<file path="src/rtl/dac_spi_serializer_pkg.sv">
// dac_spi_pkg: shared types and helpers for the DAC SPI serializer.
//   state_t          - serializer FSM states
//   PAD_BITS         - zero-pad width of the default frame layout (24 = 8 + 16 + 0)
//   to_offset_bin()  - two's complement -> offset binary (MSB flip) for any width
//                      up to CONV_MAX_W
package dac_spi_pkg;

    typedef enum logic [1:0] {IDLE, SHIFT, GAP} state_t;

    localparam int DEF_BIT_WIDTH   = 16;
    localparam int DEF_FRAME_WIDTH = 24;
    localparam int DEF_CMD_BITS    = 8;
    localparam int PAD_BITS        = DEF_FRAME_WIDTH - DEF_CMD_BITS - DEF_BIT_WIDTH;

    localparam int CONV_MAX_W = 64;

    // Flipping the sign bit maps -2^(w-1)..2^(w-1)-1 onto 0..2^w-1.
    function automatic logic [CONV_MAX_W-1:0] to_offset_bin(
        input logic [CONV_MAX_W-1:0] d,
        input int                    width,
        input bit                    signed_in
    );
        logic [CONV_MAX_W-1:0] r;
        r = d;
        if (signed_in) r[width-1] = ~r[width-1];
        return r;
    endfunction

endpackage

</file>
<file path="src/rtl/dac_spi_serializer_if.sv">
// Sample stream into the serializer (normally fed by the LUT waveform generator).
//   data_in     - sample
//   data_valid  - sample strobe
//   lut_end_in  - end-of-waveform flag, qualified by data_valid
//   data_ready  - sink can take a sample this cycle
interface dac_spi_serializer_if #(
    parameter int BIT_WIDTH = 16
);
    logic [BIT_WIDTH-1:0] data_in;
    logic                 data_valid;
    logic                 lut_end_in;
    logic                 data_ready;

    modport master (output data_in, data_valid, lut_end_in, input  data_ready);
    modport slave  (input  data_in, data_valid, lut_end_in, output data_ready);
endinterface

</file>
<file path="src/rtl/dac_spi_serializer_sclk.sv">
// spi_sclk_divider: SCLK generator for SPI stages.
//   clk, rst  - system clock, synchronous active-high reset
//   run       - high while a frame is shifting; low holds counter and SCLK at 0
//   sclk      - SPI clock, starts low, toggles every CLK_DIV cycles of run
//   rise/fall - one-cycle enables, high in the cycle whose clock edge moves sclk
module spi_sclk_divider #(
    parameter int CLK_DIV = 4
) (
    input  logic clk,
    input  logic rst,
    input  logic run,
    output logic sclk,
    output logic rise,
    output logic fall
);
    localparam int CW = (CLK_DIV > 1) ? $clog2(CLK_DIV) : 1;

    if (CLK_DIV < 1) begin : g_bad_div
        $fatal(1, "spi_sclk_divider: CLK_DIV must be >= 1");
    end

    logic [CW-1:0] cnt;
    logic          tick;

    assign tick = (cnt == CW'(CLK_DIV - 1));
    assign rise = run && tick && !sclk;
    assign fall = run && tick &&  sclk;

    always_ff @(posedge clk) begin
        if (rst || !run) begin
            cnt  <= '0;
            sclk <= 1'b0;
        end else if (tick) begin
            cnt  <= '0;
            sclk <= ~sclk;
        end else begin
            cnt  <= cnt + 1'b1;
        end
    end
endmodule

</file>
<file path="src/rtl/dac_spi_serializer.sv">
// dac_spi_serializer: takes one sample per handshake and sends it as a
// {CMD_WORD, sample, zero pad} SPI frame (mode 1, MSB first) to a DAC.
//   clk_sys, rst   - system clock, synchronous active-high reset
//   en             - block enable; low aborts any frame and holds idle
//   smp            - sample stream (slave side)
//   sclk/mosi/cs_n - SPI pins
//   busy           - frame or inter-frame gap in progress
//   frame_done     - pulse in the first cycle after CS_N rises on a full frame
//   sync_out       - frame_done for a frame that carried lut_end_in
//   overrun        - sticky: a sample arrived while not ready (sample dropped)
module dac_spi_serializer
    import dac_spi_pkg::*;
#(
    parameter int                  BIT_WIDTH   = 16,
    parameter int                  FRAME_WIDTH = 24,
    parameter int                  CMD_BITS    = 8,
    parameter logic [CMD_BITS-1:0] CMD_WORD    = 8'h30,
    parameter int                  CLK_DIV     = 4,
    parameter int                  CS_GAP      = 2,
    parameter int                  SIGNED_IN   = 1
) (
    input  logic                  clk_sys,
    input  logic                  rst,
    input  logic                  en,
    dac_spi_serializer_if.slave   smp,
    output logic                  sclk,
    output logic                  mosi,
    output logic                  cs_n,
    output logic                  busy,
    output logic                  frame_done,
    output logic                  sync_out,
    output logic                  overrun
);
    localparam int PAD          = FRAME_WIDTH - CMD_BITS - BIT_WIDTH;
    localparam int SHIFT_CYCLES = 2 * CLK_DIV * FRAME_WIDTH;
    localparam int SCW          = $clog2(SHIFT_CYCLES + 1);
    localparam int GCW          = $clog2(CS_GAP + 1);

    if (FRAME_WIDTH < CMD_BITS + BIT_WIDTH) begin : g_bad_frame
        $fatal(1, "dac_spi_serializer: FRAME_WIDTH < CMD_BITS + BIT_WIDTH");
    end
    if (CS_GAP < 1) begin : g_bad_gap
        $fatal(1, "dac_spi_serializer: CS_GAP must be >= 1");
    end
    if (BIT_WIDTH > CONV_MAX_W) begin : g_bad_width
        $fatal(1, "dac_spi_serializer: BIT_WIDTH too large");
    end

    state_t                 state;
    logic [FRAME_WIDTH-1:0] shreg;
    logic [SCW-1:0]         shift_cnt;
    logic [GCW-1:0]         gap_cnt;
    logic                   end_lat;
    logic                   ready;
    logic [BIT_WIDTH-1:0]   conv;
    logic [FRAME_WIDTH-1:0] frame_word;
    logic                   sclk_rise, sclk_fall;

    assign conv       = BIT_WIDTH'(to_offset_bin(CONV_MAX_W'(smp.data_in), BIT_WIDTH, SIGNED_IN != 0));
    // Shifting left leaves PAD zeros at the bottom; also works when PAD is 0.
    assign frame_word = FRAME_WIDTH'({CMD_WORD, conv}) << PAD;

    assign smp.data_ready = ready;
    assign busy           = (state != IDLE);

    // en is folded in so an abort drops SCLK on the same edge CS_N rises.
    spi_sclk_divider #(.CLK_DIV(CLK_DIV)) u_sclk (
        .clk  (clk_sys),
        .rst  (rst),
        .run  (en && state == SHIFT),
        .sclk (sclk),
        .rise (sclk_rise),
        .fall (sclk_fall)
    );

    always_ff @(posedge clk_sys) begin
        if (rst) begin
            state      <= IDLE;
            cs_n       <= 1'b1;
            mosi       <= 1'b0;
            ready      <= 1'b0;
            frame_done <= 1'b0;
            sync_out   <= 1'b0;
            overrun    <= 1'b0;
            shreg      <= '0;
            shift_cnt  <= '0;
            gap_cnt    <= '0;
            end_lat    <= 1'b0;
        end else begin
            if (en && smp.data_valid && !ready) overrun <= 1'b1;

            if (!en) begin
                state      <= IDLE;
                cs_n       <= 1'b1;
                mosi       <= 1'b0;
                ready      <= 1'b0;
                frame_done <= 1'b0;
                sync_out   <= 1'b0;
            end else begin
                frame_done <= 1'b0;
                sync_out   <= 1'b0;
                case (state)
                    IDLE: begin
                        if (smp.data_valid && ready) begin
                            shreg     <= frame_word;
                            end_lat   <= smp.lut_end_in;
                            shift_cnt <= '0;
                            cs_n      <= 1'b0;
                            ready     <= 1'b0;
                            state     <= SHIFT;
                        end else begin
                            ready <= 1'b1;
                        end
                    end
                    SHIFT: begin
                        shift_cnt <= shift_cnt + 1'b1;
                        // Launch on SCLK rise, advance on fall: MOSI holds a
                        // full SCLK period around the DAC's falling-edge sample.
                        if (sclk_rise) mosi  <= shreg[FRAME_WIDTH-1];
                        if (sclk_fall) shreg <= shreg << 1;
                        if (shift_cnt == SCW'(SHIFT_CYCLES - 1)) begin
                            state      <= GAP;
                            cs_n       <= 1'b1;
                            mosi       <= 1'b0;
                            frame_done <= 1'b1;
                            sync_out   <= end_lat;
                            gap_cnt    <= '0;
                        end
                    end
                    GAP: begin
                        gap_cnt <= gap_cnt + 1'b1;
                        if (gap_cnt == GCW'(CS_GAP - 1)) begin
                            state <= IDLE;
                            ready <= 1'b1;
                        end
                    end
                    default: state <= IDLE;
                endcase
            end
        end
    end
endmodule

</file>
<file path="src/flat_wrapper.sv">
// flat-port wrapper written by rule: the top's interface ports become plain ports
module dac_spi_serializer_flat import dac_spi_pkg::*;
#(
    parameter int                  BIT_WIDTH   = 16,
    parameter int                  FRAME_WIDTH = 24,
    parameter int                  CMD_BITS    = 8,
    parameter logic [CMD_BITS-1:0] CMD_WORD    = 8'h30,
    parameter int                  CLK_DIV     = 4,
    parameter int                  CS_GAP      = 2,
    parameter int                  SIGNED_IN   = 1
)
  (clk_sys, rst, en, sclk, mosi, cs_n, busy, frame_done, sync_out, overrun, smp_data_in, smp_data_valid, smp_lut_end_in, smp_data_ready);
  dac_spi_serializer_if #(.BIT_WIDTH(BIT_WIDTH)) smp_i ();
  input  logic clk_sys;
  input  logic rst;
  input  logic en;
  output logic sclk;
  output logic mosi;
  output logic cs_n;
  output logic busy;
  output logic frame_done;
  output logic sync_out;
  output logic overrun;
  input wire logic [$bits(smp_i.data_in)-1:0] smp_data_in;
  input wire logic [$bits(smp_i.data_valid)-1:0] smp_data_valid;
  input wire logic [$bits(smp_i.lut_end_in)-1:0] smp_lut_end_in;
  output wire logic [$bits(smp_i.data_ready)-1:0] smp_data_ready;
  assign smp_i.data_in = smp_data_in;
  assign smp_i.data_valid = smp_data_valid;
  assign smp_i.lut_end_in = smp_lut_end_in;
  assign smp_data_ready = smp_i.data_ready;
  dac_spi_serializer #(.BIT_WIDTH(BIT_WIDTH), .FRAME_WIDTH(FRAME_WIDTH), .CMD_BITS(CMD_BITS), .CMD_WORD(CMD_WORD), .CLK_DIV(CLK_DIV), .CS_GAP(CS_GAP), .SIGNED_IN(SIGNED_IN)) u_core (.clk_sys(clk_sys), .rst(rst), .en(en), .smp(smp_i), .sclk(sclk), .mosi(mosi), .cs_n(cs_n), .busy(busy), .frame_done(frame_done), .sync_out(sync_out), .overrun(overrun));
endmodule
</file>
<file path="config.mk">
export PLATFORM = sky130hd
export DESIGN_NAME = dac_spi_serializer_flat
export DESIGN_NICKNAME = d
export VERILOG_FILES = /design/src/rtl/dac_spi_serializer_pkg.sv /design/src/rtl/dac_spi_serializer_if.sv /design/src/rtl/dac_spi_serializer_sclk.sv /design/src/rtl/dac_spi_serializer.sv /design/src/flat_wrapper.sv
export SDC_FILE = /design/constraint.sdc
export NUM_CORES = 1
export LEC_CHECK = 0
export CORE_ASPECT_RATIO = 0.9
export CORE_MARGIN = 5
export CORE_UTILIZATION = 55
export CTS_BUF_LIST = sky130_fd_sc_hd__clkbuf_8
export DETAILED_ROUTE_END_ITERATION = 7
export PLACE_DENSITY_LB_ADDON = 0.25
export SLEW_MARGIN = 20
export SYNTH_ARGS = -nofsm -noshare
export SYNTH_HDL_FRONTEND = slang
export SYNTH_SLANG_ARGS = --single-unit
</file>
<file path="constraint.sdc">
create_clock -name clk_sys -period 2 [get_ports clk_sys]
set_clock_uncertainty 0.2 [all_clocks]
set_input_delay 0.3 -clock clk_sys [delete_from_list [all_inputs] [get_ports clk_sys]]
set_output_delay 0.3 -clock clk_sys [all_outputs]
set_load 0.02 [all_outputs]
</file>
## Word level (Yosys, flattened, before mapping)

Cells that the tools add are included.

| word-level totals | value |
|---|---|
| input port bits | 21 |
| word-level logic and storage cells | 79 |
| output and inout bits | 8 |
| flip-flop bits (word level) | 46 |

| operators by class | value |
|---|---|
| $add $sub $neg | 3 |
| multiplexer cells | 20 |
| reductions and logical operators | 29 |
| bitwise gates (word level) | 5 |
| equal/unequal tests | 9 |

Operators by type and width:

| operator | count |
|---|---|
| 2-to-1 mux 24 bit | 2 |
| case mux 24 bit (2 select lines) | 1 |
| case mux 8 bit (2 select lines) | 1 |
| AND reduction 3 bit | 5 |
| nonzero test 2 bit | 5 |
| adder 8 x 1 -> 8 bit, second input constant | 1 |
| equality test 8 bit, second input constant | 1 |
| 2-to-1 mux 2 bit | 4 |
| 2-to-1 mux 8 bit | 1 |
| logical AND 1 bit | 7 |
| 2-to-1 mux 1 bit | 7 |
| != test 2 x 1 -> 1 bit, second input constant | 3 |
| case mux 2 bit (3 select lines) | 1 |
| NOT 1 bit | 5 |
| adder 2 x 1 -> 2 bit, second input constant | 2 |
| equality test 2 x 1 -> 1 bit, second input constant | 2 |
| equality test 2 bit, second input constant | 2 |
| case mux 1 bit (2 select lines) | 2 |
| case mux 2 bit (2 select lines) | 1 |
| AND reduction 2 bit | 2 |
| AND reduction 4 bit | 1 |
| OR reduction 2 bit | 2 |
| OR reduction 4 bit | 1 |
| logical NOT 1 bit | 3 |
| 4 further kinds | 4 |

## Depth between registers and ports, before layout

Gate-level depths: netlist of run 1.

| depth | value |
|---|---|
| depth in word-level cells | 6 |
| gate-level depth with buffers | 7 |
| depth with buffers taken out | 6 |

## Modules after synthesis

Synthesis of run 1 repeated with hierarchy kept, for this count alone.

| unflattened totals | value |
|---|---|
| cells, all modules | 237 |
| area, all modules | 2045.7 sq um |

Modules (own cells, without submodules):

| module | area each (sq um) | seq. area each (sq um) | cells an instance | times used |
|---|---|---|---|---|
| dac_spi_serializer | 1928.1 | 860.8 | 225 | 1 |
| spi_sclk_divider | 117.6 | 60.1 | 12 | 1 |

## Worst setup path before layout of run 1

Ideal clock, no wire load.

| timing path | value |
|---|---|
| kind | flip-flop to flip-flop |
| start | register u_core.ready, in the netlist u_core.smp.data_ready |
| end | register u_core.shreg[10] |
| period minus slack after synthesis | 1644 ps |
| stages on the path, launching flop included | 7 |
| required time | 1711 ps |
| path slack | 356 ps |
| setup time | 89 ps |
| path buffers | 2 |
| arrival time | 1355 ps |
| cell sequence | dfxtp_1 -> a21o_1 -> buf_2 -> o211a_4 -> buf_6 -> nor2_2 -> a311oi_2 |

| between the ends | value |
|---|---|
| longest elaborated chain between the ends | 3 |

RTL lines:

| item | RTL line | text |
|---|---|---|
| start, declared | dac_spi_serializer.sv:54 | `logic ready;` |
| start signal, assigned | dac_spi_serializer.sv:81 | `ready <= 1'b0;` |
| start signal, assigned | dac_spi_serializer.sv:96 | `ready <= 1'b0;` |
| start signal, assigned | dac_spi_serializer.sv:109 | `ready <= 1'b0;` |
| logical AND 1 bit | dac_spi_serializer.sv:104 | `if (smp.data_valid && ready) begin` |
| != test 2 x 1 -> 1 bit (no source line) | - |  |
| AND reduction 4 bit (no source line) | - |  |
| end signal, assigned | dac_spi_serializer.sv:105 | `shreg <= frame_word;` |
| end signal, assigned | dac_spi_serializer.sv:120 | `if (sclk_fall) shreg <= shreg << 1;` |
| end, declared | dac_spi_serializer.sv:50 | `logic [FRAME_WIDTH-1:0] shreg;` |

No other way between the ends.
A chain may end at the register's enable or synchronous reset.

## Worst setup path after layout of run 1

| timing path | value |
|---|---|
| start | register u_core.u_sclk.sclk |
| end | output sclk |

RTL lines:

| item | RTL line | text |
|---|---|---|
| start, declared | dac_spi_serializer_sclk.sv:12 | `output logic sclk,` |
| start signal, assigned | dac_spi_serializer_sclk.sv:35 | `sclk <= ~sclk;` |
| end, declared | flat_wrapper.sv:17 | `output logic sclk;` |

No word-level cell between the ends.

==> results.yml, run 1 <==
run_status:
  status: "finished, final reports clean"
floorplanning:
  coreArea_um2: 3680
  die_h_um: 68.2
  dieArea_um2: 5100
  start_util_pct: 56.3
  die_x_um: 74.7
  rows: 21
  pin_count: 29
routing:
  route.detailed.drc: 0
  route.antenna.remaining_nets: 0
  routedWlPerCell_um: 13.7
  vias: 1655
  drt-initial-drc-count: 124
  routed_wl_um: 4190
  drt_pass1_iterations: 4
  viasPerCell: 5.41
clock_tree:
  cts_buffers: 5
  worstSkewPairLatency_ns: 0.30
  clk_pin_slew_ns: 0.08
  ctsHoldBuffers: 0
  clockRootBuffer: "clkbuf_8"
  clockBufferDepth: 2
  cts_tree: "built"
  htreeDepth: 2
  cts.sinks: 46
timing:
  fmax_mhz: 537
  fin_crit_sh_pct: 93.1
  finalSetupViolCount: 0
  final_max_slew_viol_count: 0
  hold_violations: 0
  worst_slack_ns: 0.138
  period_minus_slack_ns: 1.86
  rsz0062_at_grt: "false"
  holdWs_ns: 0.235
  maxSlewHeadroom_pct: 73.0
  tightest_slew_ns: 0.403
global_route:
  grt_max_degree: 16
  grt_pass1_vias: 1591
  antenna_found_initial: 0
  grt_usage_pct: 18.6
  grt_first_pass_wirelength_um: 7200
  grt-ovfl-total: 0
worst_setup_path:
  worstPathCellList: "clkdlybuf4s50_1"
  cp_slowest_cell: "clkdlybuf4s50_1"
  max_stage_delay_ns: 0.64
  crit_required_ns: 1.50
  crit_family: "buffers and inverters"
  rr_worst_depth: 6
  path_max_fanout: 4
  end_kind: "output pin"
  critical_path_depth: 1
  path_class: "reg2out"
  cp_data_arrival_time_ns: 1.36
  path_buf_inv: 1
  critPathLaunchType: "flip-flop"
yosys:
  ys.flop_type: "dfxtp_1"
  syn-num-nets: 246
  ys_types: 40
  synth_seq_area_share_pct: 44.4
  synthTopCellsByArea: "dfxtp_1 (44%), a311oi_2 (10%), nand2_1 (6.0%)"
  synth_edf_count: 0
  yosysWarnings: 0
  syn_inst: 222
  avgSynthCellArea_um2: 9.33
  synthArstFlopShare_pct: 0
  ys_seq_elements: 46
  syn_area_um2: 2070
  yosys.area.top_type_share_pct: 44.4
  synth_area_leader_cell: "dfxtp_1"
placed_design:
  preCtsSetupSlack_ns: -0.0431
  dp_hpwl_um: 3060
  gp_congestion: 0.794
  port_buffers: 28
cells_and_area:
  antenna_cells: 0
  final_nets: 283
  syn_to_final_growth_pct: 23.6
  finish.utilization_pct: 69.6
  layout-drive-gt1-share_pct: 21.9
power:
  cellPowerDensity_nw_per_um2: 669
  worst_ir_drop_vdd_v: 0.000536
  power_mw: 1.71
  p_leak_nw: 0.932
worst_hold_path:
  hold_depth: 1
  hold_path_class: "reg2reg"
job:
  max-cap-violations: 0
where the power goes:
group	switching (mW)	internal, mW
registers	0.0132	0.935
logic	0.0846	0.0952
clock network	0.307	0.278
flip-flops by register name, indices dropped and copies added, names as in the netlist:
register and cells:
u_core.shreg 24, u_core.shift_cnt 8, u_core.gap_cnt 2, u_core.state 2
u_core.u_sclk.cnt 2, u_core.cs_n 1, u_core.end_lat 1, u_core.frame_done 1
u_core.mosi 1, u_core.overrun 1, u_core.smp.data_ready 1, u_core.sync_out 1
u_core.u_sclk.sclk 1
timing repair:
| item | CTS | global route |
|---|---|---|
| resized for setup | 1 | 0 |
| buffers inserted | 0 | 0 |
| setup endpoints to repair | 1 | 0 |
per-stage QoR:
stage	cell area, µm²	cells	TNS (ns)
after detailed placement	2470	298	-0.176
after CTS	2560	306	0
after global routing	2560	306	0
final	2560	306	0
after global placement	2470	298	0
after floorplan	2070	222	0
logic make-up after synthesis:
| group | synth area share (%) |
|---|---|
| flip-flops | 44.4 |
| AND/OR/NAND/NOR | 24.9 |
| buffers and inverters | 6.28 |
| adder cells (fa/ha/maj) | 1.81 |
| XOR/XNOR | 3.38 |
| multiplexers | 0.966 |
| AO/OA/AOI/OAI | 18.2 |
path summary, 6_finish.rpt:
kind | start | end | slack [ns]
max | u_core.u_sclk.sclk | sclk | 0.14
min | u_core.u_sclk.cnt[0] | u_core.u_sclk.cnt[0] | 0.23
max reg2reg | u_core.u_sclk.cnt[0] | u_core.shreg[2] | 0.21
min reg2reg | u_core.u_sclk.cnt[0] | u_core.u_sclk.cnt[0] | 0.23
synthesized netlist by cell type (2+ instances only):
cell      instances
dfxtp_1          46
nand2_1          33
nor2_1           27
a311oi_2         14
nor2_2           10
nor3_1            8
a21oi_1           7
xor2_1            7
a22oi_1           6
buf_2             5
clkbuf_1          5
inv_1             5
buf_6             4
nand4_1           4
and2_1            3
buf_4             3
ha_1              3
nand2b_1          3
nand3_1           3
a32oi_1           2
mux2i_1           2
nand3b_1          2
nor3b_1           2
nor4_1            2
layout by cell type, fill, tap and decap left out, types with 2 or more instances in the layout:
cell | netlist | layout
a21oi_1 | 7 | 7
a22oi_1 | 6 | 6
a311oi_2 | 14 | 14
a32oi_1 | 2 | 2
and2_1 | 3 | 3
buf_12 | 0 | 2
buf_4 | 3 | 17
clkbuf_8 | 0 | 6
clkdlybuf4s50_1 | 0 | 27
dfxtp_1 | 46 | 46
ha_1 | 3 | 3
inv_1 | 5 | 5
mux2i_1 | 2 | 2
nand2_1 | 33 | 33
nand2b_1 | 3 | 3
nand3_1 | 3 | 3
nand3b_1 | 2 | 2
nand4_1 | 4 | 4
nor2_1 | 27 | 27
nor2_2 | 10 | 10
nor3_1 | 8 | 8
nor3b_1 | 2 | 2
nor4_1 | 2 | 2
xor2_1 | 7 | 7
layout make-up:
cell class / instances / area [µm²]
Clock buffer: 6 / 82.6
Clock inverter: 2 / 12.5
Sequential cell: 46 / 921
Inverter: 5 / 18.8
Tap cell: 46 / 57.6
Fill cell: 294 / 1120
Multi-Input combinational cell: 154 / 1020
Timing Repair Buffer: 47 / 447
per-layer routing:
layer | vias to the layer above | share of wire [%] | track usage (%)
li1 | 842 | - | -
met4 | 0 | 1.0 | 6.00
met2 | 31 | 48 | 29.9
met3 | 4 | 4.4 | 6.31
met5 | - | 0 | 0
met1 | 778 | 46 | 23.5
Note: power is estimated with default switching activity, not from simulation.
==> inputs of run 2 (changes only) <==
--- a/config.mk
+++ b/config.mk
@@ -5,6 +5,7 @@
 export SDC_FILE = /design/constraint.sdc
 export NUM_CORES = 1
 export LEC_CHECK = 0
+export CAP_MARGIN = 40
 export CORE_ASPECT_RATIO = 0.9
 export CORE_MARGIN = 5
 export CORE_UTILIZATION = 55
==> results of run 2 <==
The final DEF is identical to that of run 1; final timing and power are the same.
==> inputs of run 3 (changes only) <==
--- a/config.mk
+++ b/config.mk
@@ -6,7 +6,7 @@
 export NUM_CORES = 1
 export LEC_CHECK = 0
 export CAP_MARGIN = 40
-export CORE_ASPECT_RATIO = 0.9
+export CORE_ASPECT_RATIO = 0.7
 export CORE_MARGIN = 5
 export CORE_UTILIZATION = 55
 export CTS_BUF_LIST = sky130_fd_sc_hd__clkbuf_8
==> run 3 against run 2 <==
Compared with the run above:
- critical path depth unchanged
- largest power group unchanged
- critical path type unchanged
- power up 15%
- fmax about the same
- die area up 0.34%
- sequential share of layout area down 0.59 points
- final cell count up 0.33%
- clock power up 43%
- sequential cell count unchanged
- via count up 0.36%
==> results.yml, run 3 (synthesis gave the netlist of run 1 again) <==
run_status:
  status: "finished, final reports clean"
cells_and_area:
  seq_area_um2: 921
  final_common_cell: "dfxtp_1"
  final_nets: 280
  antenna_cells: 0
  final_cell_mix: "dfxtp_1 (46), nand2_1 (33), nor2_1 (27), clkdlybuf4s50_1 (27), a311oi_2 (14)"
  top_regs: "u_core.shreg x24, u_core.shift_cnt x8"
  design_area_um2: 2600
  regMostFlops: "u_core.shreg"
  layout-drive-gt1-share_pct: 21.0
  syn_to_final_growth_pct: 25.6
  largest_reg_flops: 24
  nFillCells: 276
  multi_input_area_um2: 1020
power:
  cellPowerDensity_nw_per_um2: 754
  worst_ir_drop_vdd_v: 0.000475
  p_leak_nw: 0.945
  power_mw: 1.96
global_route:
  grt_first_pass_wirelength_um: 7420
  grt-ovfl-total: 0
  grt_max_degree: 32
  grt_pass1_vias: 1589
  grt_usage_pct: 18.5
  antenna_found_initial: 0
placed_design:
  dp_hpwl_um: 3080
  post_dp_cell_area_um2: 2460
  preCtsSetupSlack_ns: -0.0149
  gp_congestion: 0.805
  port_buffers: 28
routing:
  drt_pass1_iterations: 4
  viasPerCell: 5.41
  drt-initial-drc-count: 70
  routed_wl_um: 4390
  route.detailed.drc: 0
  vias: 1661
  routedWlPerCell_um: 14.3
  route.antenna.remaining_nets: 0
clock_tree:
  cts.sinks: 46
  ctsHoldBuffers: 0
  htreeDepth: 2
  worstSkewPairLatency_ns: 0.30
  clockRootBuffer: "clkbuf_8"
  cts_tree: "built"
  cts_resized: 1
  clockBufferDepth: 2
  cts_buffers: 5
  clk_pin_slew_ns: 0.08
  post_cts_buffers: 0
floorplanning:
  die_x_um: 83.4
  die_h_um: 61.4
  dieArea_um2: 5110
  start_util_pct: 57.9
  coreArea_um2: 3580
  pin_count: 29
  rows: 18
worst_setup_path:
  crit_family: "buffers and inverters"
  end_kind: "output pin"
  crit_required_ns: 1.50
  worstPathCellList: "clkdlybuf4s50_1"
  cp_data_arrival_time_ns: 1.36
  max_stage_delay_ns: 0.64
  critPathLaunchType: "flip-flop"
  cp_slowest_cell: "clkdlybuf4s50_1"
  path_class: "reg2out"
  path_max_fanout: 4
  path_buf_inv: 1
timing:
  tightest_slew_ns: 0.444
  finalSetupViolCount: 0
  final_max_slew_viol_count: 0
  hold_violations: 0
  fin_crit_sh_pct: 93.2
  fmax_mhz: 537
  period_minus_slack_ns: 1.86
  maxSlewHeadroom_pct: 70.3
  setup_tns_ns: 0
  worst_slack_ns: 0.137
  rsz0062_at_grt: "false"
worst_hold_path:
  hold_path_class: "reg2reg"
job:
  max-cap-violations: 0
==> run 3: changes by cell type in the layout (fill, tap and decap cells not counted) <==
cell,before,now
buf_12,2,3
clkinvlp_4,1,0
clkinv_2,1,0
bufinv_16,0,2
buf_4,17,13
==> run 3: cell type report <==
cell class                 count  area share (%)
multi-input combinational    154            39.2
sequential                    46            35.4
inverter                       5           0.721
timing repair buffer          44            16.8
clock buffer                   6            3.17
tap                           50            2.40
clock inverter                 2            2.31
==> run 3: where the power goes <==
part	switching [mW]	total (mW)	internal, mW	leakage [nW]
Combinational	0.0866	0.181	0.0941	0.501
Sequential	0.0132	0.948	0.935	0.372
Clock	0.302	0.834	0.533	0.0714
==> run 3: per-stage QoR <==
step / hold WS (ns) / std cells / util, %
3_5_place_dp: 0.220 / 299 / 68.7
6_report: 0.245 / 307 / 72.7
3_3_place_gp: 0.217 / 299 / 68.7
4_1_cts: 0.240 / 307 / 72.7
2_1_floorplan: 0.207 / 222 / -
5_1_grt: 0.259 / 307 / 72.7
==> run 3: path summary, 6_finish.rpt <==
path / cells after the start / slack [ns] / start / endpoint
max: 1 / 0.14 / u_core.u_sclk.sclk / sclk
min: 1 / 0.25 / u_core.u_sclk.cnt[0] / u_core.u_sclk.cnt[0]
max reg2reg: 6 / 0.16 / u_core.u_sclk.cnt[0] / u_core.shreg[5]
min reg2reg: 1 / 0.25 / u_core.u_sclk.cnt[0] / u_core.u_sclk.cnt[0]
==> run 3: per-layer routing <==
layer | GRT usage, % | up-vias | wire length (µm)
li1 | - | 841 | -
met5 | 0 | - | 0
met4 | 6.53 | 0 | 57
met2 | 30.3 | 35 | 1970
met1 | 24.4 | 778 | 2160
met3 | 4.81 | 7 | 199
